File: config.mk
export PLATFORM = sky130hd
export DESIGN_NAME = acc_order_ctrl
export DESIGN_NICKNAME = d
export VERILOG_FILES = /design/src/rtl/acc_order_ctrl.sv
export SDC_FILE = /design/constraint.sdc
export NUM_CORES = 1
export LEC_CHECK = 0
export ABC_AREA = 1
export BUFFER_PORTS_ARGS = -buffer_cell sky130_fd_sc_hd__buf_2
export CAP_MARGIN = 0
export CORE_UTILIZATION = 55
export CTS_BUF_LIST = sky130_fd_sc_hd__clkbuf_8
export DETAILED_ROUTE_END_ITERATION = 10
export PLACE_DENSITY = 0.78
export SLEW_MARGIN = 15
export SYNTH_ARGS = -nofsm -noshare
export SYNTH_HDL_FRONTEND = slang
export SYNTH_SLANG_ARGS = --single-unit
File: constraint.sdc
create_clock -name S_CLK -period 3.4 [get_ports S_CLK]
set_clock_uncertainty 0.2 [all_clocks]
set_input_delay 0.34 -clock S_CLK [delete_from_list [all_inputs] [get_ports S_CLK]]
set_output_delay 0.34 -clock S_CLK [all_outputs]
set_load 0.05 [all_outputs]
File: src/rtl/acc_order_ctrl.sv
// rtl/acc_order_ctrl.sv - access-order controller gating channel FIFO EMPTY flags
// ACC_ORDER_ERR_EN enables the sticky overflow/misorder flags on ORDER_ERR.
module acc_order_ctrl #(
    parameter int NCH   = 2,
    parameter int DEPTH = 16,
    parameter int MODE  = 1
) (
    input  logic                       S_CLK,
    input  logic                       S_RESET_N,
    input  logic [NCH-1:0]             WREN,
    input  logic [NCH-1:0]             RDEN,
    input  logic [NCH-1:0]             FIFO_EMPTY_IN,
    output logic [NCH-1:0]             EMPTY_OUT,
    output logic                       ORDER_FULL,
    output logic [$clog2(DEPTH+1)-1:0] ORDER_CNT,
    output logic [1:0]                 ORDER_ERR
);

    localparam int IW = (NCH > 1) ? $clog2(NCH) : 1;
    localparam int PW = $clog2(DEPTH);
    localparam int CW = $clog2(DEPTH + 1);

    logic [IW-1:0] mem_q [DEPTH];
    logic [IW-1:0] mem_d [DEPTH];
    logic [PW-1:0] wr_ptr_q, wr_ptr_d;
    logic [PW-1:0] rd_ptr_q, rd_ptr_d;
    logic [CW-1:0] cnt_q, cnt_d;
    logic [IW-1:0] grant_q, grant_d;
    logic          full_q, full_d;
    logic [1:0]    err_q, err_d;

    logic [IW-1:0] head;
    logic          head_vld;
    logic          pop;
    logic [NCH-1:0] sel_mask;
`ifdef ACC_ORDER_ERR_EN
    logic          overflow;
    logic          misorder;
`endif

    always_comb begin
        head     = mem_q[rd_ptr_q];
        head_vld = (cnt_q != '0);

        // The one channel whose EMPTY is allowed through: queue head or RR grant.
        sel_mask = '0;
        if (MODE == 1) begin
            if (head_vld) sel_mask[head] = 1'b1;
        end else if (MODE == 2) begin
            sel_mask[grant_q] = 1'b1;
        end
        EMPTY_OUT = (MODE == 0) ? FIFO_EMPTY_IN : (~sel_mask | FIFO_EMPTY_IN);

        pop      = (MODE == 1) && head_vld && RDEN[head];
        rd_ptr_d = rd_ptr_q + PW'(pop);
        cnt_d    = cnt_q - CW'(pop);
        wr_ptr_d = wr_ptr_q;
        mem_d    = mem_q;
`ifdef ACC_ORDER_ERR_EN
        overflow = 1'b0;
        misorder = (MODE != 0) && (|(RDEN & ~sel_mask));
`endif

        // Pop is already accounted for in cnt_d, so freed slots are reusable now.
        for (int i = 0; i < NCH; i++) begin
            if ((MODE == 1) && WREN[i]) begin
                if (cnt_d < CW'(DEPTH)) begin
                    mem_d[wr_ptr_d] = IW'(i);
                    wr_ptr_d        = wr_ptr_d + 1'b1;
                    cnt_d           = cnt_d + 1'b1;
                end else begin
`ifdef ACC_ORDER_ERR_EN
                    overflow = 1'b1;
`endif
                end
            end
        end

        full_d = (MODE == 1) && (cnt_d > CW'(DEPTH - NCH));

        grant_d = grant_q;
        if ((MODE == 2) && (RDEN[grant_q] || FIFO_EMPTY_IN[grant_q])) begin
            grant_d = (grant_q == IW'(NCH - 1)) ? '0 : grant_q + 1'b1;
        end

`ifdef ACC_ORDER_ERR_EN
        err_d = err_q | {misorder, overflow};
`else
        err_d = 2'b00;
`endif
    end

    always_ff @(posedge S_CLK or negedge S_RESET_N) begin
        if (!S_RESET_N) begin
            wr_ptr_q <= '0;
            rd_ptr_q <= '0;
            cnt_q    <= '0;
            grant_q  <= '0;
            full_q   <= 1'b0;
            err_q    <= 2'b00;
        end else begin
            wr_ptr_q <= wr_ptr_d;
            rd_ptr_q <= rd_ptr_d;
            cnt_q    <= cnt_d;
            grant_q  <= grant_d;
            full_q   <= full_d;
            err_q    <= err_d;
        end
    end

    // Entry contents are only meaningful below cnt_q, so storage needs no reset.
    always_ff @(posedge S_CLK) begin
        mem_q <= mem_d;
    end

    assign ORDER_FULL = full_q;
    assign ORDER_CNT  = cnt_q;
    assign ORDER_ERR  = err_q;

endmodule

; ---- Word level (Yosys, flattened, before mapping)
; Index checks and enable logic that the tools add are counted.
[totals]
ff_bits = 30
latchBits = 0
ram_bits = 0
romBits = 0
in_bits = 8
output_inout_bits = 10
wordCells = 73
n_memories = 0
[classes]
addsub = 6
mul = 0
div_mod_pow = 0
magnitude_cmp = 10
n_eq_ne = 0
n_shift = 0
mux = 24
bitwise_logic = 8
reduce_logical = 5
[ops]
columns = op, n
row1 = $mux 16, 4
row2 = $mux 5, 4
row3 = $and 16x16->16, 1
row4 = $mux 4, 4
row5 = $not 16->16, 1
row6 = $or 16x16->16, 1
row7 = $ge 5x5->1 const B, 3
row8 = $not 4->5, 3
row9 = $add 5x1->5 const B, 2
row10 = $lt 5x1->1 const B, 2
row11 = $lt 5x5->1 const B, 2
row12 = $add 4x1->4 const B, 2
row13 = $demux 1 s4, 2
row14 = $mux 1, 7
row15 = $gt 5x4->1 const B, 1
row16 = $reduce_bool 5->1, 1
row17 = $sub 5x1->5, 1
row18 = $add 4x1->4, 1
row19 = $bmux 1 s4, 1
row20 = $logic_and 1x1->1, 4
row21 = $lt 1x2->1 const B, 1
row22 = $mux 2, 1
row23 = $not 2->2, 1
row24 = $or 2x2->2, 1
row25 = 2 further kinds, 2

; ---- Logic depth before layout (Yosys ltp)
; Gate-level depths: netlist (run 1).
[depth]
ltp_word = 19
mapped_depth = 25
depth_no_buf = 25

; ---- Worst setup path before layout (run 1)
; OpenSTA, ideal clock, no wires.
[synth_timing]
kind = reg2reg
startpoint = register rd_ptr_q[0]
endpoint = register mem_q[14] (netlist name)
setup_ps = 116
arrival_ps = 3042
required_ps = 3084
path_slack_ps = 42
stages_incl_launch_ff = 20
path_buffers = 1
period_less_slack_ps = 3358
cell_sequence = dfrtp_1 > clkbuf_1 > a21oi_1 > o21ai_0 > o21ai_0 > o211ai_1 > nand2_1 > nor2_1 > nand2_1 > nand2_1 > ha_1 > ha_1 > nand3_1 > nand3_4 > xor2_1 > inv_1 > ha_1 > nand2_1 > inv_1 > a31o_2
[synth_lines]
columns = item, line_no
row1 = from (decl), 26  ; logic [PW-1:0] rd_ptr_q, rd_ptr_d;
row2 = from (signal assigned), 103  ; rd_ptr_q <= rd_ptr_d;
row3 = to (signal assigned), 113  ; mem_q <= mem_d;
row4 = to (decl), 23  ; logic [IW-1:0] mem_q [DEPTH];

==> impl_results.md, run 1 <==
- Max_cap viols: 0
- Tcrit/Tclk final: between 90% and 100%
- Starting density of the core: 58.35%
- Pin count of the biggest net entering global routing: 15
- Worst hold path type: input port to register
- Status: finished, final reports clean
- Global route overflow: 0
- Fin. Hold Viols: 0
- # setup viols final: 0
- Net count, final: 328
- Detailed placement HPWL: between 3 and 4 mm
- # DRC: 0
- CP Launch Type: register
- DRT Pass-1 Iters: 4
- RSZ-0062 raised after global routing: yes
- Die Wd: 62.20 um
- CTS Buffer Depth: 2
- Synth cell count leaders: 63 x nand2_1, 35 x inv_1, 26 x nor2_1
- Vias after detailed routing: 1898
- Top cell type's share of synthesized area: 17.58%
- Sequential share of the synthesized area: 33.65%
- First-pass GRT wire length: 7.638 mm
- Die height: 62.20 um
- Max Freq: 0.3016 GHz
- Clock Latency Late Sink: 0.29 ns
- CTS tree: done
- Crit end category: register
- Die ar.: ~3900 um^2
- Critical path type: register to register
- Mapped cell area: 1993 um^2
- Cell with the most instances after synthesis: nand2_1
- Core Box Area: 3416 um^2
- Wire per inst: 14.01 um
- Root buf cell: clkbuf_8
- # diodes: 0
- Number of synthesized flops with an enable pin: 0
- Row cnt: 21
- Initial antenna violation count: 0
- FFs w/ async S/R, synth: a little under half
- Critical-path cell list: buf_6, o21a_1, o21ai_1, nand2_1, o211ai_1, nand2_1, nor2_2, nand2_1, nand2_2, ha_4, ha_4, nand2_2, nand2_2, nand3_4, or2_1, o21ai_2, buf_6, ha_2, nand2_2, buf_6, o21ai_2
- Non-filler instance count after layout: 353
- First DRT Iteration DRCs: between 100 and 150
- Crit path max-delay family: simple AND/OR/NAND/NOR gates
- Synth-to-Final Area Change: 22.35%
- Crit Path Max Fanout: 7
- Ranking of synthesized cells by area: dfrtp_1 18%, dfxtp_1 16%, nand2_1 12%
- Final WL: 4.945 mm
- CP max-delay cell: dfrtp_1
- Yosys warns: 0
- CTS sink count: 30
- Placed cell count: 336
- GR Util All Layers: about a quarter
- Final Wtd Congestion: between 0.8 and 0.9
- CTS Buf Count: 5
- Post-layout minimum cycle time: between 3 and 4 ns
- CP most frequent cell: nand2_2
- Vias per cell: around 5.4
- Worst-path clk slew: ~0.060 ns
- # fillers: 269
- Post-Synthesis Cells: 274
- Number of distinct library cells after synthesis: 35
- Worst path max stage delay: around 0.42 ns
- Leading area contributor after synthesis: dfrtp_1
- Layout cells sized above 1: 29.64%
- DRT antenna net count: 0
- Worst Path Buf+Inv: 3
- WP data required: 3.42 ns
- H-tree levels: 2
- Port Buf Inserts: 15
- Main synth FF type: dfxtp_1
- Max Slew Vio Count: 0
- I/O Pins: 18
- Avg Inst Size Synth: 7.274 um^2
- Crit path DAT: around 3.3 ns
- #FFs+latches synth: 30
- Vias in the first global route: between 1.5k and 2k
-- registers in the layout, summed over array words and instances, names as in the netlist --
signal / cells
mem_q: 16
ORDER_CNT: 5
rd_ptr_q: 4
wr_ptr_q: 4
ORDER_FULL: 1
-- path summary, 6_finish.rpt --
kind	from	end	slack (ns)	cells past startpoint
max reg2reg	rd_ptr_q[0]$_DFF_PN0_	mem_q[2]$_DFF_P_	0.08	21
min reg2reg	mem_q[10]$_DFF_P_	mem_q[10]$_DFF_P_	0.28	2
min	WREN[1]	ORDER_CNT[1]$_DFF_PN0_	0.22	3
max in group asynchronous	S_RESET_N	rd_ptr_q[1]$_DFF_PN0_	2.46	2
min in group asynchronous	S_RESET_N	rd_ptr_q[2]$_DFF_PN0_	0.27	2
max	rd_ptr_q[0]$_DFF_PN0_	mem_q[2]$_DFF_P_	0.08	21
-- routing by layer --
layer	track usage, %	vias up	wire (um)
met5	0	-	0
met2	39.15	59	2322
met1	33.18	877	2171
met3	5.882	15	305
met4	11.92	0	146
li1	-	947	-
-- stage by stage --
step / util [%] / cell area [um^2] / hold slack, ns / setup TNS, ns / setup WS [ns]
final: 71.39 / 2439 / 0.2169 / 0 / 0.08391
after global placement: 62.38 / 2131 / 0.04783 / -0.02797 / -0.02105
after floorplan: - / 1997 / -0.1556 / 0 / 0.04189
after CTS: 65.42 / 2235 / 0.2037 / 0 / 0.003046
after global routing: 71.39 / 2439 / 0.2301 / -1.309 / -0.1348
after detailed placement: 62.38 / 2131 / 0.06077 / -0.1568 / -0.06317
-- kinds of logic after synthesis --
kind of cell / count (synthesis) / share of synthesized area (%)
other: 1 / 0.1881
AO/OA/AOI/OAI: 49 / 15.07
adder cells (fa/ha/maj): 14 / 8.789
flip-flops: 30 / 33.65
buffers and inverters: 46 / 10.29
XOR/XNOR: 6 / 2.637
AND/OR/NAND/NOR: 128 / 29.38
-- cell type report --
cell class	instances	area [um^2]	share of cell area [%]
multi-input combinational	199	1260	51.67
clock buffer	5	68.82	2.822
inverter	37	138.9	5.695
timing repair buffer	33	227.7	9.338
tap	46	57.56	2.360
clock inverter	3	13.76	0.5644
sequential	30	671.9	27.55
-- repair_timing --
item | 4_1_cts | 5_1_grt
pin swaps | 0 | 9
hold endpoints to repair | 14 | 0
hold buffers | 1 | 0
gates resized for setup | 7 | 45
setup buffers | 0 | 8
setup endpoints to repair | 11 | 25
-- cells in the final DEF (no fill, tap or decap), drive strengths merged --
master	Yosys	layout
ha	14	14
nand4	5	5
dlygate4sd3	0	1
nand2	72	72
nor2	28	28
o31ai	7	7
xor2	5	5
clkbuf	5	5
o21ai	31	31
xnor2	1	1
buf	4	32
dfrtp	14	14
o21a	1	1
o211ai	4	4
or2	1	1
inv	37	38
a31oi	1	1
nand3b	3	3
dfxtp	16	16
a31o	1	1
clkinv	0	2
o22ai	1	1
a21oi	3	3
conb	1	2
nand3	19	19
-- worst min-delay path, cell delays in order --
cell     delay [ns]
buf_2          0.13
nand4_1        0.09
nand2_1        0.08
Power of run 1 is not shown: default switching activity piles up to over one toggle a cycle in this logic, so the estimate is an artifact.
==> run 2: changes to the inputs <==
Settings changed: CORE_UTILIZATION 55 to 53, CTS_BUF_LIST sky130_fd_sc_hd__clkbuf_8 to not set, MAX_ROUTING_LAYER set to met4, PLACE_DENSITY 0.78 to 0.75, SLEW_MARGIN 15 to 10.
==> run 2 against run 1 <==
Non-clock buffer count up 4. Cell count up 1.1%. Via count down 1.0%. Critical path depth down 1. Design area up 1.5%. Die area up 3.7%. Setup slack better by 0.016 ns. Register-to-register slack better by 0.02 ns. Utilization about the same. Worst hold slack better by 0.040 ns. Count of clock-buffer cells in the layout up 1. Critical endpoint is now ORDER_FULL$_DFF_PN0_.
==> impl_results.md, run 2 (synthesized netlist as in run 1, its figures left out) <==
- CTS sink count: 30 (unchanged)
- CP Launch Type: register
- Detailed placement HPWL: 3.389 mm (-1.2%)
- CTS Buf Count: 5 (unchanged)
- Clock Latency Late Sink: 0.28 ns (about the same)
- WP data required: 3.36 ns (-0.06 ns)
- Fin. Hold Viols: 0 (unchanged)
- Worst path max stage delay: 0.44 ns (+0.02 ns)
- H-tree levels: 2 (unchanged)
- Largest register FFs: 16 (unchanged)
- First DRT Iteration DRCs: 96 (-23%)
- Post-layout minimum cycle time: 3.300 ns (-0.01628 ns)
- Row cnt: 21 (unchanged)
- Max_cap viols: 0 (unchanged)
- Worst hold path type: input port to register
- DRT Pass-1 Iters: 4 (unchanged)
- Status: finished, final reports clean
- Most frequent cells in the layout: 55 x nand2_1, 32 x inv_1, 22 x nor2_1
- Die height: 63.33 um (+1.8%)
- Vias per cell: 5.263 (-2.1%)
- Crit path DAT: 3.26 ns (-0.08 ns)
- Critical-path cell list: o21a_1, o21ai_0, nand2_1, o211ai_1, nand2_1, nand3_1, nand2_2, ha_4, ha_4, inv_1, ha_4, nand3_1, nand2_2, ha_4, nand2_2, nand3b_1, nand2_1, nand2_2, nand3_2, o21ai_2
- Layout cells sized above 1: 29.26% (-0.38 points)
- Worst-path clk slew: 0.07 ns (about the same)
- Core Box Area: 3468 um^2 (+1.5%)
- Vias in the first global route: 1688 (+0.18%)
- # fillers: 288 (+7.1%)
- TNS Setup: 0 ns (unchanged)
- Synth-to-Final Area Change: 24.23%
- Starting density of the core: 57.47% (-0.88 points)
- Crit path max-delay family: simple AND/OR/NAND/NOR gates
- Pin count of the biggest net entering global routing: 15 (unchanged)
- Vias after detailed routing: 1879 (-1.0%)
- Final WL: 4.898 mm (-0.95%)
- Max Slew Vio Count: 0 (unchanged)
- Tcrit/Tclk final: 97.05% (-0.48 points)
- Global route overflow: 0 (unchanged)
- # DRC: 0 (unchanged)
- Multi-input logic area: 1255 um^2 (-0.40%)
- CTS Buffer Depth: 2 (unchanged)
- First-pass GRT wire length: 7.686 mm (+0.63%)
- Leading cell type in the layout, fill and taps excluded: nand2_1
- Final Wtd Congestion: 0.8358 (-6.7%)
- FF+latch area: 673.1 um^2 (+0.19%)
- CP max-delay cell: dfrtp_2
- Root buf cell: clkbuf_8
- Net count, final: 332 (+1.2%)
- Max Freq: 0.3030 GHz (+0.49%)
- # diodes: 0 (unchanged)
- CTS tree: done
- Crit Path Max Fanout: 5 (-2)
- I/O Pins: 18 (unchanged)
- Initial antenna violation count: 0 (unchanged)
- Wire per inst: 13.72 um (-2.1%)
- Die Wd: 63.33 um (+1.8%)
- # setup viols final: 0 (unchanged)
- GR Util All Layers: 25.38% (+0.11 points)
- Port Buf Inserts: 15 (unchanged)
- DRT antenna net count: 0 (unchanged)
- Crit end category: register
- Worst Path Buf+Inv: 1 (-2)
- Critical path type: register to register
- Largest Register: mem_q
- Die ar.: 4010 um^2 (+3.7%)
==> run 2: changes by cell type in the layout (fill, tap and decap cells not counted), moves of 4 or more <==
cell     previous run  this run
o21ai_0            14        18
buf_4              13        18
o21ai_1            13         9
inv_2               8         4
==> run 2: path summary, 6_finish.rpt <==
| kind | from | end | slack (ns) | cells after the start |
|---|---|---|---|---|
| setup / recovery | rd_ptr_q[0]$_DFF_PN0_ | ORDER_FULL$_DFF_PN0_ | 0.10 | 20 |
| hold / removal | WREN[1] | wr_ptr_q[0]$_DFF_PN0_ | 0.26 | 3 |
| setup reg to reg | rd_ptr_q[0]$_DFF_PN0_ | ORDER_FULL$_DFF_PN0_ | 0.10 | 20 |
| hold reg to reg | mem_q[4]$_DFF_P_ | mem_q[4]$_DFF_P_ | 0.27 | 2 |
| max in group asynchronous | S_RESET_N | rd_ptr_q[1]$_DFF_PN0_ | 2.41 | 2 |
| min in group asynchronous | S_RESET_N | ORDER_CNT[4]$_DFF_PN0_ | 0.30 | 2 |
==> run 2: stage by stage <==
stage	hold WS [ns]	std cells	utilization, %	cell area [um^2]	worst slack [ns]
floorplan	-0.1556	275	-	1997	0.04189
detailed placement	0.07260	337	61.65	2138	-0.1095
CTS	0.2137	347	65.55	2273	0.02002
global placement	0.06514	337	61.65	2138	0.05717
finish	0.2567	357	71.39	2476	0.1002
global route	0.2622	357	71.39	2476	-0.08264
==> run 2: tightest hold or removal path, stage by stage <==
cell and delay, ns:
buf_2 0.14, nand3_4 0.14, xor2_1 0.08
==> run 2: cell type report <==
cell class / count / share of cell area (%)
inverters: 37 / 5.710
multi-input cells: 199 / 50.68
clock inverters: 2 / 0.5053
clock buffers: 6 / 3.335
repair buffers: 37 / 10.26
flip-flops and latches: 30 / 27.19
well taps: 46 / 2.324
==> run 2: per-layer routing <==
| layer | share of wire, % | global-route usage (%) | wire [um] | vias up |
|---|---|---|---|---|
| met5 | 0 | - | 0 | - |
| met4 | 1.5 | 9.091 | 74 | 0 |
| met2 | 46 | 38.83 | 2247 | 53 |
| met3 | 4.9 | 5.435 | 239 | 8 |
| met1 | 48 | 32.88 | 2337 | 855 |
| li1 | - | - | - | 963 |
==> run 2: what timing repair did <==
| action | 4_1_cts | 5_1_grt |
|---|---|---|
| buffers inserted | 1 | 10 |
| pin swaps | 2 | 20 |
| hold buffers | 1 | 0 |
| setup endpoints to repair | 3 | 24 |
| resized for setup | 6 | 37 |
| hold endpoints to repair | 14 | 0 |
Power of run 2 is left out for the same reason.
==> run 3: changes to the inputs <==
Settings changed: CORE_MARGIN set to 2, SETUP_SLACK_MARGIN set to 0.4.
==> run 3 against run 2 <==
The flow now finishes with violations (setup timing). First-iteration DRC count up 120%. Utilization increased by 14 points. Non-clock buffer count up 33.
==> impl_results.md, run 3 (synthesized netlist as in run 1, its figures left out) <==
- # setup viols final: 18 (+18)
- Clock Latency Late Sink: 0.30 ns (+0.02 ns)
- H-tree levels: 2 (unchanged)
- RSZ-0062 raised after global routing: yes
- Crit path DAT: 3.57 ns (+0.31 ns)
- Wire per inst: 20.93 um (+53%)
- Net count, final: 365 (+9.9%)
- CTS Buf Count: 5 (unchanged)
- Placed cell count: 332 (-1.5%)
- WP data required: 3.43 ns (+0.07 ns)
- Final Util: 85.71% (+14 points)
- Status: finished, violations left
- Die Wd: 65.33 um (+3.2%)
- Largest register FFs: 16 (unchanged)
- First-pass GRT wire length: 9.894 mm (+29%)
- Vias per cell: 6.120 (+16%)
- Crit Path Max Fanout: 7 (+2)
- # diodes: 0 (unchanged)
- DRT Pass-1 Iters: 7 (+3)
- Starting density of the core: 54.86% (-2.6 points)
- Critical path type: register to register
- Worst Path Buf+Inv: 3 (+2)
- Root buf cell: clkbuf_8
- Detailed placement HPWL: 3.383 mm (-0.19%)
- Crit end category: register
- Non-filler instance count after layout: 392 (+9.8%)
- Port Buf Inserts: 15 (unchanged)
- Worst path max stage delay: 0.44 ns (about the same)
- Place WS: 0.05988 ns (+0.1693 ns)
- Leading cell type in the layout, fill and taps excluded: nand2_1
- CTS sink count: 30 (unchanged)
- Max Freq: 0.2824 GHz (-6.8%)
- Most frequent cells in the layout: 40 x nand2_1, 37 x buf_4, 24 x inv_1
- Die ar.: 4267 um^2 (+6.4%)
- Worst hold path type: input port to register
- Max_cap viols: 0 (unchanged)
- CP startpoint: rd_ptr_q[0]$_DFF_PN0_
- # DRC: 0 (unchanged)
- CP max-delay cell: dfrtp_2
- Core Box Area: 3633 um^2 (+4.8%)
- Row cnt: 22 (+4.8%)
- Final WL: 8.204 mm (+67%)
- Hold Crit Start: WREN[1]
- Critical-path cell list: buf_6, o21ai_1, o21ai_1, o211ai_1, nand2_1, nor2_2, nand2_1, nand2_2, ha_4, ha_4, nand2_4, nand2_4, buf_4, nand4_1, nand2_2, inv_2, ha_4, nand4_1, nand2_2, nand3_2, o21ai_2
- Pin count of the biggest net entering global routing: 15 (unchanged)
- CTS tree: done
- Initial antenna violation count: 0 (unchanged)
- DRT antenna net count: 0 (unchanged)
- Global route overflow: 0 (unchanged)
- Largest Register: mem_q
- CP Launch Type: register
- Placed Instance Area: 2150 um^2 (+0.53%)
- I/O Pins: 18 (unchanged)
- Worst Slack Setup Final: -0.1408 ns (-0.2409 ns)
- Violated checks: setup timing
- Vias after detailed routing: 2399 (+28%)
- CTS Buffer Depth: 2 (unchanged)
- Die height: 65.33 um (+3.2%)
- Crit path max-delay family: simple AND/OR/NAND/NOR gates
- Tcrit/Tclk final: 104.1% (+7.1 points)
- Max Slew Vio Count: 0 (unchanged)
- Final instance area: 3114 um^2 (+26%)
- # fillers: 177 (-39%)
- Synth-to-Final Area Change: 56.25%
- GR Util All Layers: 31.75% (+6.4 points)
- Worst-path clk slew: 0.07 ns (about the same)
- Layout cells sized above 1: 49.71% (+20 points)
- Fin. Hold Viols: 0 (unchanged)
- Final Wtd Congestion: 0.9375 (+12%)
- Reg2Reg Launch Point: rd_ptr_q[0]$_DFF_PN0_
- Post-layout minimum cycle time: 3.541 ns (+0.2409 ns)
- Vias in the first global route: 2097 (+24%)
- First DRT Iteration DRCs: 211 (+120%)
==> run 3: worst paths after layout <==
check | to | slack, ns | cells past startpoint
setup / recovery | ORDER_FULL$_DFF_PN0_ | -0.14 | 21
hold / removal | wr_ptr_q[0]$_DFF_PN0_ | 0.27 | 3
max in group asynchronous | rd_ptr_q[1]$_DFF_PN0_ | 2.42 | 2
hold reg to reg | mem_q[4]$_DFF_P_ | 0.28 | 2
setup reg to reg | ORDER_FULL$_DFF_PN0_ | -0.14 | 21
min in group asynchronous | rd_ptr_q[2]$_DFF_PN0_ | 0.29 | 2
==> run 3: metrics by stage <==
stage	TNS (ns)	hold slack (ns)
2_1_floorplan	0	-0.1556
3_3_place_gp	0	0.07206
3_5_place_dp	0	0.06750
4_1_cts	0	0.2131
5_1_grt	-3.213	0.3039
6_report	-0.8237	0.2686
==> run 3: final cells by class <==
type,count,area (um^2),share of cell area (%)
multi-input cells,199,1548,49.70
clock buffers,6,82.58,2.652
inverters,37,147.6,4.741
flip-flops and latches,30,674.4,21.66
clock inverters,2,12.51,0.4018
well taps,48,60.06,1.928
repair buffers,70,589.3,18.92
==> run 3: layer usage <==
layer / vias up / track usage, % / part of all wire (%)
li1: 1027 / - / -
met1: 1145 / 35.25 / 36
met2: 176 / 55.10 / 50
met3: 51 / 6.336 / 8.1
met4: 0 / 14.32 / 5.7
met5: - / - / 0
==> run 3: repair_timing <==
item                                   in CTS  in global routing
gates resized for setup                    49                 76
setup buffers                              33                 17
pin swaps                                  29                 50
endpoints found under the hold margin      14                  0
setup endpoints to repair                  24                 27
gates cloned                                1                  0
hold buffers                                1                  0
==> run 3: worst register-to-register path: cells and delay by family (launching register included) <==
kind	cells	cell delay, ns
DFF	1	0.44
buffers and inverters	3	0.32
adders and majority gates	3	0.63
and+or+nand+nor	11	1.31
AOI/OAI and AO/OA	4	0.58
Power of run 3 is left out for the same reason.
